`src/rtl/imm_gen_pipe.sv`:
```
// RV immediate generator feeding a 2-entry valid/ready FIFO with a sideband tag.
// Optional macro IMMGEN_FULL_OFFSET_EN: B/J immediates as byte offsets (default: halfword units).
module imm_gen_pipe #(
    parameter int XLEN = 64,
    parameter int TAGW = 64
) (
    input  logic            clk,
    input  logic            rst,
    input  logic            in_valid,
    output logic            in_ready,
    input  logic [31:0]     in_inst,
    input  logic [TAGW-1:0] in_tag,
    output logic            out_valid,
    input  logic            out_ready,
    output logic [XLEN-1:0] out_imm,
    output logic [2:0]      out_fmt,
    output logic [TAGW-1:0] out_tag,
    output logic [15:0]     inv_cnt
);

    typedef enum logic [2:0] {
        FMT_I    = 3'd0,
        FMT_S    = 3'd1,
        FMT_B    = 3'd2,
        FMT_U    = 3'd3,
        FMT_J    = 3'd4,
        FMT_Z    = 3'd5,
        FMT_NONE = 3'd6,
        FMT_INV  = 3'd7
    } fmt_t;

    function automatic fmt_t decode_fmt(input logic [31:0] inst);
        fmt_t f;
        case (inst[6:0])
            7'b0000011, 7'b0010011, 7'b0011011,
            7'b1100111, 7'b0001111: f = FMT_I;
            7'b0100011:             f = FMT_S;
            7'b1100011:             f = FMT_B;
            7'b0110111, 7'b0010111: f = FMT_U;
            7'b1101111:             f = FMT_J;
            7'b1110011:             f = inst[14] ? FMT_Z : FMT_I;
            7'b0110011, 7'b0111011: f = FMT_NONE;
            default:                f = FMT_INV;
        endcase
        return f;
    endfunction

    // Every format fits in 32 signed bits, so build it there and widen once to XLEN.
    function automatic logic signed [31:0] decode_imm32(input logic [31:0] inst, input fmt_t f);
        logic signed [31:0] v;
        case (f)
            FMT_I: v = {{20{inst[31]}}, inst[31:20]};
            FMT_S: v = {{20{inst[31]}}, inst[31:25], inst[11:7]};
`ifdef IMMGEN_FULL_OFFSET_EN
            FMT_B: v = {{19{inst[31]}}, inst[31], inst[7], inst[30:25], inst[11:8], 1'b0};
            FMT_J: v = {{11{inst[31]}}, inst[31], inst[19:12], inst[20], inst[30:21], 1'b0};
`else
            FMT_B: v = {{20{inst[31]}}, inst[31], inst[7], inst[30:25], inst[11:8]};
            FMT_J: v = {{12{inst[31]}}, inst[31], inst[19:12], inst[20], inst[30:21]};
`endif
            FMT_U: v = {inst[31:12], 12'b0};
            FMT_Z: v = {27'b0, inst[19:15]};
            default: v = 32'sd0;
        endcase
        return v;
    endfunction

    fmt_t               w_fmt;
    logic signed [31:0] w_imm32;
    logic [XLEN-1:0]    w_imm;
    logic               w_push;
    logic               w_pop;

    logic [XLEN-1:0]    r_imm [2];
    logic [2:0]         r_fmt [2];
    logic [TAGW-1:0]    r_tag [2];
    logic               r_wptr;
    logic               r_rptr;
    logic [1:0]         r_count;
    logic [15:0]        r_invCnt;

    assign w_fmt   = decode_fmt(in_inst);
    assign w_imm32 = decode_imm32(in_inst, w_fmt);
    assign w_imm   = XLEN'(w_imm32);

    // Readiness comes from registered occupancy only, never from out_ready.
    assign in_ready  = (r_count != 2'd2) && !rst;
    assign out_valid = (r_count != 2'd0);
    assign w_push    = in_valid && in_ready;
    assign w_pop     = out_valid && out_ready;

    assign out_imm = r_imm[r_rptr];
    assign out_fmt = r_fmt[r_rptr];
    assign out_tag = r_tag[r_rptr];
    assign inv_cnt = r_invCnt;

    // Storage is cleared on reset so the idle outputs read as zero.
    always_ff @(posedge clk) begin
        if (rst) begin
            for (int i = 0; i < 2; i++) begin
                r_imm[i] <= '0;
                r_fmt[i] <= '0;
                r_tag[i] <= '0;
            end
            r_wptr   <= 1'b0;
            r_rptr   <= 1'b0;
            r_count  <= 2'd0;
            r_invCnt <= 16'd0;
        end else begin
            if (w_push) begin
                r_imm[r_wptr] <= w_imm;
                r_fmt[r_wptr] <= w_fmt;
                r_tag[r_wptr] <= in_tag;
                r_wptr        <= ~r_wptr;
                if (w_fmt == FMT_INV && r_invCnt != 16'hFFFF)
                    r_invCnt <= r_invCnt + 16'd1;
            end
            if (w_pop)
                r_rptr <= ~r_rptr;
            r_count <= r_count + 2'(w_push) - 2'(w_pop);
        end
    end

endmodule

```
`config.mk`:
```
export PLATFORM = sky130hd
export DESIGN_NAME = imm_gen_pipe
export DESIGN_NICKNAME = d
export VERILOG_FILES = /design/src/rtl/imm_gen_pipe.sv
export SDC_FILE = /design/constraint.sdc
export NUM_CORES = 1
export LEC_CHECK = 0
export CAP_MARGIN = 20
export CORE_MARGIN = 10
export CORE_UTILIZATION = 50
export DETAILED_ROUTE_END_ITERATION = 6
export PLACE_DENSITY = 0.8
export SKIP_CTS_REPAIR_TIMING = 1
export SLEW_MARGIN = 20
export SYNTH_ARGS = -nofsm -noshare
export SYNTH_HDL_FRONTEND = slang
export SYNTH_SLANG_ARGS = --single-unit
```
`constraint.sdc`:
```
create_clock -name clk -period 5.34 [get_ports clk]
set_input_delay 0.534 -clock clk [delete_from_list [all_inputs] [get_ports clk]]
set_output_delay 0.534 -clock clk [all_outputs]
set_load 0.05 [all_outputs]
```
==> results of run 1 <==
-- flip-flops by register name (all words and copies together), names as in the netlist, named ones only --
| register | cells |
|---|---|
| inv_cnt | 16 |
| r_count | 2 |
| r_fmt | 6 |
| r_imm | 64 |
| r_rptr | 1 |
| r_tag | 128 |
| r_wptr | 1 |
-- logic make-up (layout without fill, tap and decap cells) --
| family | count (synthesis) | in the layout |
|---|---|---|
| simple gates | 272 | 272 |
| flops | 219 | 219 |
| mux | 108 | 108 |
| compound gates | 94 | 94 |
| buf+inv | 91 | 310 |
| xor+xnor | 9 | 9 |
| fa+ha+maj | 3 | 3 |
-- cells in the mapped netlist, types with 5 or more instances --
master,number
edfxtp_1,198
mux2_2,99
and2_1,68
and3_1,67
nor2_1,59
clkbuf_1,45
buf_4,33
dfxtp_1,21
a21oi_1,20
a22o_1,20
nand2_1,17
a21o_1,14
o22ai_1,10
nand2b_1,9
nor2b_1,9
nand3_1,8
xnor2_1,8
inv_1,6
a221oi_1,5
a22oi_1,5
nand4_1,5
-- path summary, 6_finish.rpt --
| path | to | start | depth (start not counted) |
|---|---|---|---|
| min reg2reg | inv_cnt[3] | inv_cnt[3] | 1 |
| min | inv_cnt[3] | inv_cnt[3] | 1 |
| max reg2reg | r_imm[1][17] | r_count[0] | 7 |
| max | out_tag[60] | flip-flop | 3 |
-- through the flow --
step	utilization, %	power [mW]	instance area [sq um]	hold WS (ns)
global placement	62.38	4.260	13030	0.4856
global route	66.12	6.066	13810	0.5470
CTS	66.12	5.919	13810	0.5113
floorplan	-	3.619	10520	0.4812
finish	66.12	5.874	13810	0.5156
detailed placement	62.38	4.277	13030	0.4954
-- routing by layer --
layer / GRT usage [%] / vias up
met5: 0 / -
met2: 32.21 / 305
met1: 23.70 / 3436
li1: - / 3326
met3: 4.660 / 55
met4: 6.804 / 0
-- power groups by stage --
stage	Combinational, mW	Clock [mW]	Sequential [mW]
floorplan	1.51	0	2.11
global placement	2.14	0	2.12
finish	2.13	1.64	2.09
detailed placement	2.14	0	2.13
CTS	2.15	1.67	2.10
global route	2.22	1.74	2.11
-- worst register-to-register path: cells and delay by family, from the launching register on --
kind | cells | cell delay (ns)
simple gates | 3 | 1.08
compound gates | 2 | 0.40
flops | 1 | 0.32
buf+inv | 2 | 0.66
-- layout make-up --
type	instances	area (sq um)	share of cell area, %
multi-input combinational	486	3705	26.82
inverter	6	22.52	0.1631
clock inverter	11	156.4	1.132
sequential	219	6371	46.13
clock buffer	31	625.6	4.529
timing repair buffer	262	2587	18.73
tap	275	344.1	2.491
-- layout by cell type, fill, tap and decap left out, types with 4 or more instances in the layout --
master	Yosys	layout
a21o_1	14	14
a21oi_1	20	20
a221oi_1	5	5
a22o_1	20	20
a22oi_1	5	5
and2_1	68	68
and3_1	67	67
and4_1	4	4
buf_4	33	14
bufinv_16	0	4
clkbuf_1	45	6
clkbuf_16	0	23
clkdlybuf4s50_1	0	248
clkinv_2	0	4
dfxtp_1	21	19
edfxtp_1	198	198
inv_1	6	6
mux2_1	4	4
mux2_2	99	99
mux2i_1	4	4
nand2_1	17	17
nand2b_1	9	7
nand3_1	8	8
nand4_1	5	5
nor2_1	59	59
nor2b_1	9	8
nor3_1	4	4
o22ai_1	10	10
xnor2_1	8	8
==> results.sh, run 1 <==
export IMPL_hold_viol=0
export IMPL_outcome="finished, final reports clean"
export IMPL_fp_dieH_microns=165.1
export IMPL_wirelength_met1_microns=10610
export IMPL_routed_top_layer="met4"
export IMPL_cts_tree="done"
export IMPL_finalCritPeriodShare_pct=63.36
export IMPL_cts_root_buf="clkbuf_16"
export IMPL_gp_congestion=0.8734
export IMPL_slowest_delay_ns=0.75
export IMPL_grt_pass1_wl_microns=41030
export IMPL_synth_seq_cells=219
export IMPL_worstSkewPairLatency_ns=0.51
export IMPL_fin_nets=1101
export IMPL_drive_above_1_share_pct=16.85
export IMPL_synth_area_sq_mm=0.01052
export IMPL_synthMuxAreaShare_pct=11.55
export IMPL_vias=7122
export IMPL_met3_length_microns=2473
export IMPL_initial_core_util_pct=50.37
export IMPL_skew_ns=0.007182
export IMPL_intPower_mw=3.790
export IMPL_ios=249
export IMPL_ant_nets=0
export IMPL_crit_type="reg2out"
export IMPL_globalRouteOverflowTotal=0
export IMPL_worst_pin_slew_ns=1.024
export IMPL_synth_top_family_by_area="simple AND/OR/NAND/NOR gates"
export IMPL_crit_path_top_delay_cell="clkdlybuf4s50_1"
export IMPL_ys_top_cells_by_area="edfxtp_1 57%, mux2_2 11%, and2_1 4.0%"
export IMPL_die_x_microns=165.1
export IMPL_place_ws_ns=1.880
export IMPL_track_usage_pct=19.20
export IMPL_cts_htree_levels=1
export IMPL_crit_chain="buf_4 > mux2_2 > clkdlybuf4s50_1"
export IMPL_drt_initial_drc_count=576
export IMPL_p_leak_nw=5.330
export IMPL_setup_slack_ns=1.957
export IMPL_synth_adder_area_share_pct=0.3567
export IMPL_path_delay_family="buffers and inverters"
export IMPL_p_sw_share_pct=35.48
export IMPL_max_cap_violations=0
export IMPL_switchingPower_mw=2.084
export IMPL_drt_vias_per_instance=5.521
export IMPL_area_delta_synth_final_pct=31.26
export IMPL_clk_pin_slew_ns=0.06
export IMPL_die_area_sq_mm=0.02725
export IMPL_yosys_warnings=0
export IMPL_crit_path_end_kind="output port"
export IMPL_synth_compound_area_share_pct=7.122
export IMPL_dp_hpwl_microns=18510
export IMPL_fin_crit_ns=3.383
export IMPL_async_reset_ff_share_pct=0
export IMPL_critPathArrivalTime_ns=2.85
export IMPL_power_density_mw_per_mm2=425.3
export IMPL_slew_violations=0
export IMPL_ys_types=61
export IMPL_synth_edf_count=198
export IMPL_dp_cells=1248
export IMPL_dr_wl_met2_microns=13460
export IMPL_clkPwrFrac_pct=28.0
export IMPL_slew_headroom_pct=31.75
export IMPL_core_area_sq_mm=0.02089
export IMPL_grt_max_degree=74
export IMPL_wire_per_inst_microns=21.26
export IMPL_pwr_share_seq_pct=35.7
export IMPL_fillers=1536
export IMPL_synth_top_cell_by_area="edfxtp_1"
export IMPL_r2r_slack_ns=2.75
export IMPL_wirelength_microns=27430
export IMPL_synthSimpleGateAreaFrac_pct=15.14
export IMPL_cts_buffer_depth=3
export IMPL_synth_xor_area_share_pct=0.7491
export IMPL_drc=0
export IMPL_finalSetupViolCount=0
export IMPL_synth_top_area_share_pct=56.50
export IMPL_antenna_found_initial=0
export IMPL_start_kind="flip-flop"
export IMPL_avgSynthCellArea_sq_um=13.22
export IMPL_critPathBufInv=2
export IMPL_syn_num_nets=899
export IMPL_ys_flop_type="edfxtp_1"
export IMPL_drtPass1Iterations=5
export IMPL_power_frac_comb_pct=36.3
export IMPL_cts_sinks=219
export IMPL_worstPathRequired_ns=4.81
export IMPL_io_buffers=248
export IMPL_synth_cells=796
export IMPL_grt_pass1_vias=7200
export IMPL_timing_fmax_mhz=295.6
export IMPL_cts_buffers=23
export IMPL_crit_fanout=44
export IMPL_rsz0062_at_grt="no"
export IMPL_fp_row_count=53
export IMPL_ir_drop_mv=0.2280
export IMPL_seq_area_frac_synth_pct=60.50
export IMPL_fin_cells=1290
export IMPL_tns_ns=0
export IMPL_antennaDiodeCount=0
export IMPL_hp_class="reg2reg"
No activity file was read; power rests on OpenSTA's default activity.
==> run 2: changes to the inputs <==
==> constraint.sdc (replaced) <==
create_clock -name clk -period 3.44 [get_ports clk]
set_input_delay 0.344 -clock clk [delete_from_list [all_inputs] [get_ports clk]]
set_output_delay 0.344 -clock clk [all_outputs]
set_load 0.05 [all_outputs]
==> run 2 against run 1 <==
- non-clock buffer count is 7 higher
- highest routed layer unchanged
- critical endpoint is now out_imm[15]
- routed wire length is 0.55% higher
- sequential power is 55% higher
==> results.sh, run 2 (same netlist as run 1, synthesis figures left out) <==
export IMPL_setup_slack_ns=0.4880
export IMPL_ir_drop_mv=0.3587
export IMPL_rsz0062_at_grt="no"
export IMPL_grt_pass1_vias=7375
export IMPL_cts_sinks=219
export IMPL_crit_path_end_kind="output port"
export IMPL_die_area_sq_mm=0.02725
export IMPL_crit_path_end="out_imm[15]"
export IMPL_r2r_slack_ns=1.14
export IMPL_fp_row_count=53
export IMPL_dp_cells=1255
export IMPL_slew_violations=0
export IMPL_antenna_found_initial=5
export IMPL_slew_headroom_pct=58.86
export IMPL_worstSkewPairLatency_ns=0.51
export IMPL_area_delta_synth_final_pct=31.45
export IMPL_hold_viol=0
export IMPL_drive_above_1_share_pct=16.93
export IMPL_fillers=1548
export IMPL_ios=249
export IMPL_cts_buffer_depth=3
export IMPL_placed_area_sq_mm=0.01316
export IMPL_gp_congestion=0.8629
export IMPL_cts_htree_levels=1
export IMPL_clk_pin_slew_ns=0.06
export IMPL_io_buffers=248
export IMPL_grt_max_degree=67
export IMPL_core_area_sq_mm=0.02089
export IMPL_power_frac_comb_pct=38.1
export IMPL_final_area_sq_mm=0.01383
export IMPL_critPathArrivalTime_ns=2.61
export IMPL_cts_tree="done"
export IMPL_fp_dieH_microns=165.1
export IMPL_switchingPower_mw=3.245
export IMPL_drt_initial_drc_count=533
export IMPL_crit_fanout=26
export IMPL_intPower_mw=5.558
export IMPL_outcome="finished, final reports clean"
export IMPL_start_kind="flip-flop"
export IMPL_place_ws_ns=0.4003
export IMPL_p_sw_share_pct=36.86
export IMPL_wire_per_inst_microns=21.18
export IMPL_drc=0
export IMPL_drt_vias_per_instance=5.595
export IMPL_final_cell_mix="248 x clkdlybuf4s50_1, 198 x edfxtp_1, 99 x mux2_2"
export IMPL_pwr_share_seq_pct=36.8
export IMPL_largest_register="r_tag"
export IMPL_fin_nets=1108
export IMPL_largest_reg_flops=128
export IMPL_wirelength_microns=27580
export IMPL_track_usage_pct=19.24
export IMPL_grt_pass1_wl_microns=41160
export IMPL_finalCritPeriodShare_pct=85.81
export IMPL_clkPwrFrac_pct=25.1
export IMPL_worstReg2RegStart="r_count[0]"
export IMPL_cts_buffers=23
export IMPL_vias=7285
export IMPL_drtPass1Iterations=5
export IMPL_timing_fmax_mhz=338.8
export IMPL_cts_root_buf="clkbuf_16"
export IMPL_fin_crit_ns=2.952
export IMPL_power_density_mw_per_mm2=636.5
export IMPL_reg2reg_to="r_imm[1][11]"
export IMPL_utilization_pct=66.22
export IMPL_die_x_microns=165.1
export IMPL_dp_hpwl_microns=18950
export IMPL_hp_class="in2reg"
export IMPL_worst_pin_slew_ns=0.6152
export IMPL_skew_ns=0.006306
export IMPL_tns_ns=0
export IMPL_r2r_cells=6
export IMPL_ant_nets=0
export IMPL_worstPathRequired_ns=3.10
export IMPL_max_cap_violations=0
export IMPL_layout_commonest_cell="clkdlybuf4s50_1"
export IMPL_initial_core_util_pct=50.37
export IMPL_crit_type="reg2out"
export IMPL_fin_cells=1302
export IMPL_finalSetupViolCount=0
export IMPL_p_leak_nw=5.333
export IMPL_globalRouteOverflowTotal=0
[run 2: power by group through the flow]
| stage | sequential, mW | combinational [mW] | clock (mW) |
|---|---|---|---|
| after global routing | 3.26 | 3.48 | 2.36 |
| after global placement | 3.28 | 3.35 | 0 |
| after floorplan | 3.26 | 2.35 | 0 |
| final | 3.24 | 3.35 | 2.21 |
| after CTS | 3.24 | 3.39 | 2.25 |
| after detailed placement | 3.30 | 3.37 | 0 |
[run 2: layer usage]
layer | global-route usage, % | part of all wire [%] | routed length, microns
met4 | 8.454 | 3.9 | 1068
met1 | 24.01 | 39 | 10760
met3 | 4.115 | 8.6 | 2365
met5 | 0 | 0 | 0
met2 | 31.66 | 49 | 13390
[run 2: layout make-up]
class,instances,area [sq um],area share [%]
Inverter,6,22.52,0.1628
Tap cell,275,344.1,2.488
Timing Repair Buffer,269,2715,19.63
Clock buffer,26,586.8,4.242
Antenna cell,5,12.51,0.09046
Sequential cell,219,6371,46.06
Clock inverter,16,75.07,0.5427
Multi-Input combinational cell,486,3705,26.78
[run 2: how the worst min path moves through the flow]
stage,startpoint,endpoint,slack (ns),depth (start not counted)
2_1_floorplan,r_rptr,flip-flop,0.48,2
3_3_place_gp,inv_cnt[3],inv_cnt[3],0.47,1
3_5_place_dp,inv_cnt[3],inv_cnt[3],0.48,1
4_1_cts,in_tag[7],r_tag[0][7],0.49,2
5_1_grt,in_tag[7],r_tag[0][7],0.51,2
6_report,in_tag[7],r_tag[0][7],0.51,2
[run 2: critical path, stage by stage, from the launching register on]
cell and delay, ns:
dfxtp_4 0.53, buf_4 0.41, mux2_2 0.38, clkdlybuf4s50_1 0.77
[run 2: metrics by stage]
stage,power (mW),hold slack (ns)
2_1_floorplan,5.608,0.4812
4_1_cts,8.881,0.4919
3_5_place_dp,6.671,0.4800
6_report,8.804,0.5069
3_3_place_gp,6.632,0.4735
5_1_grt,9.108,0.5051
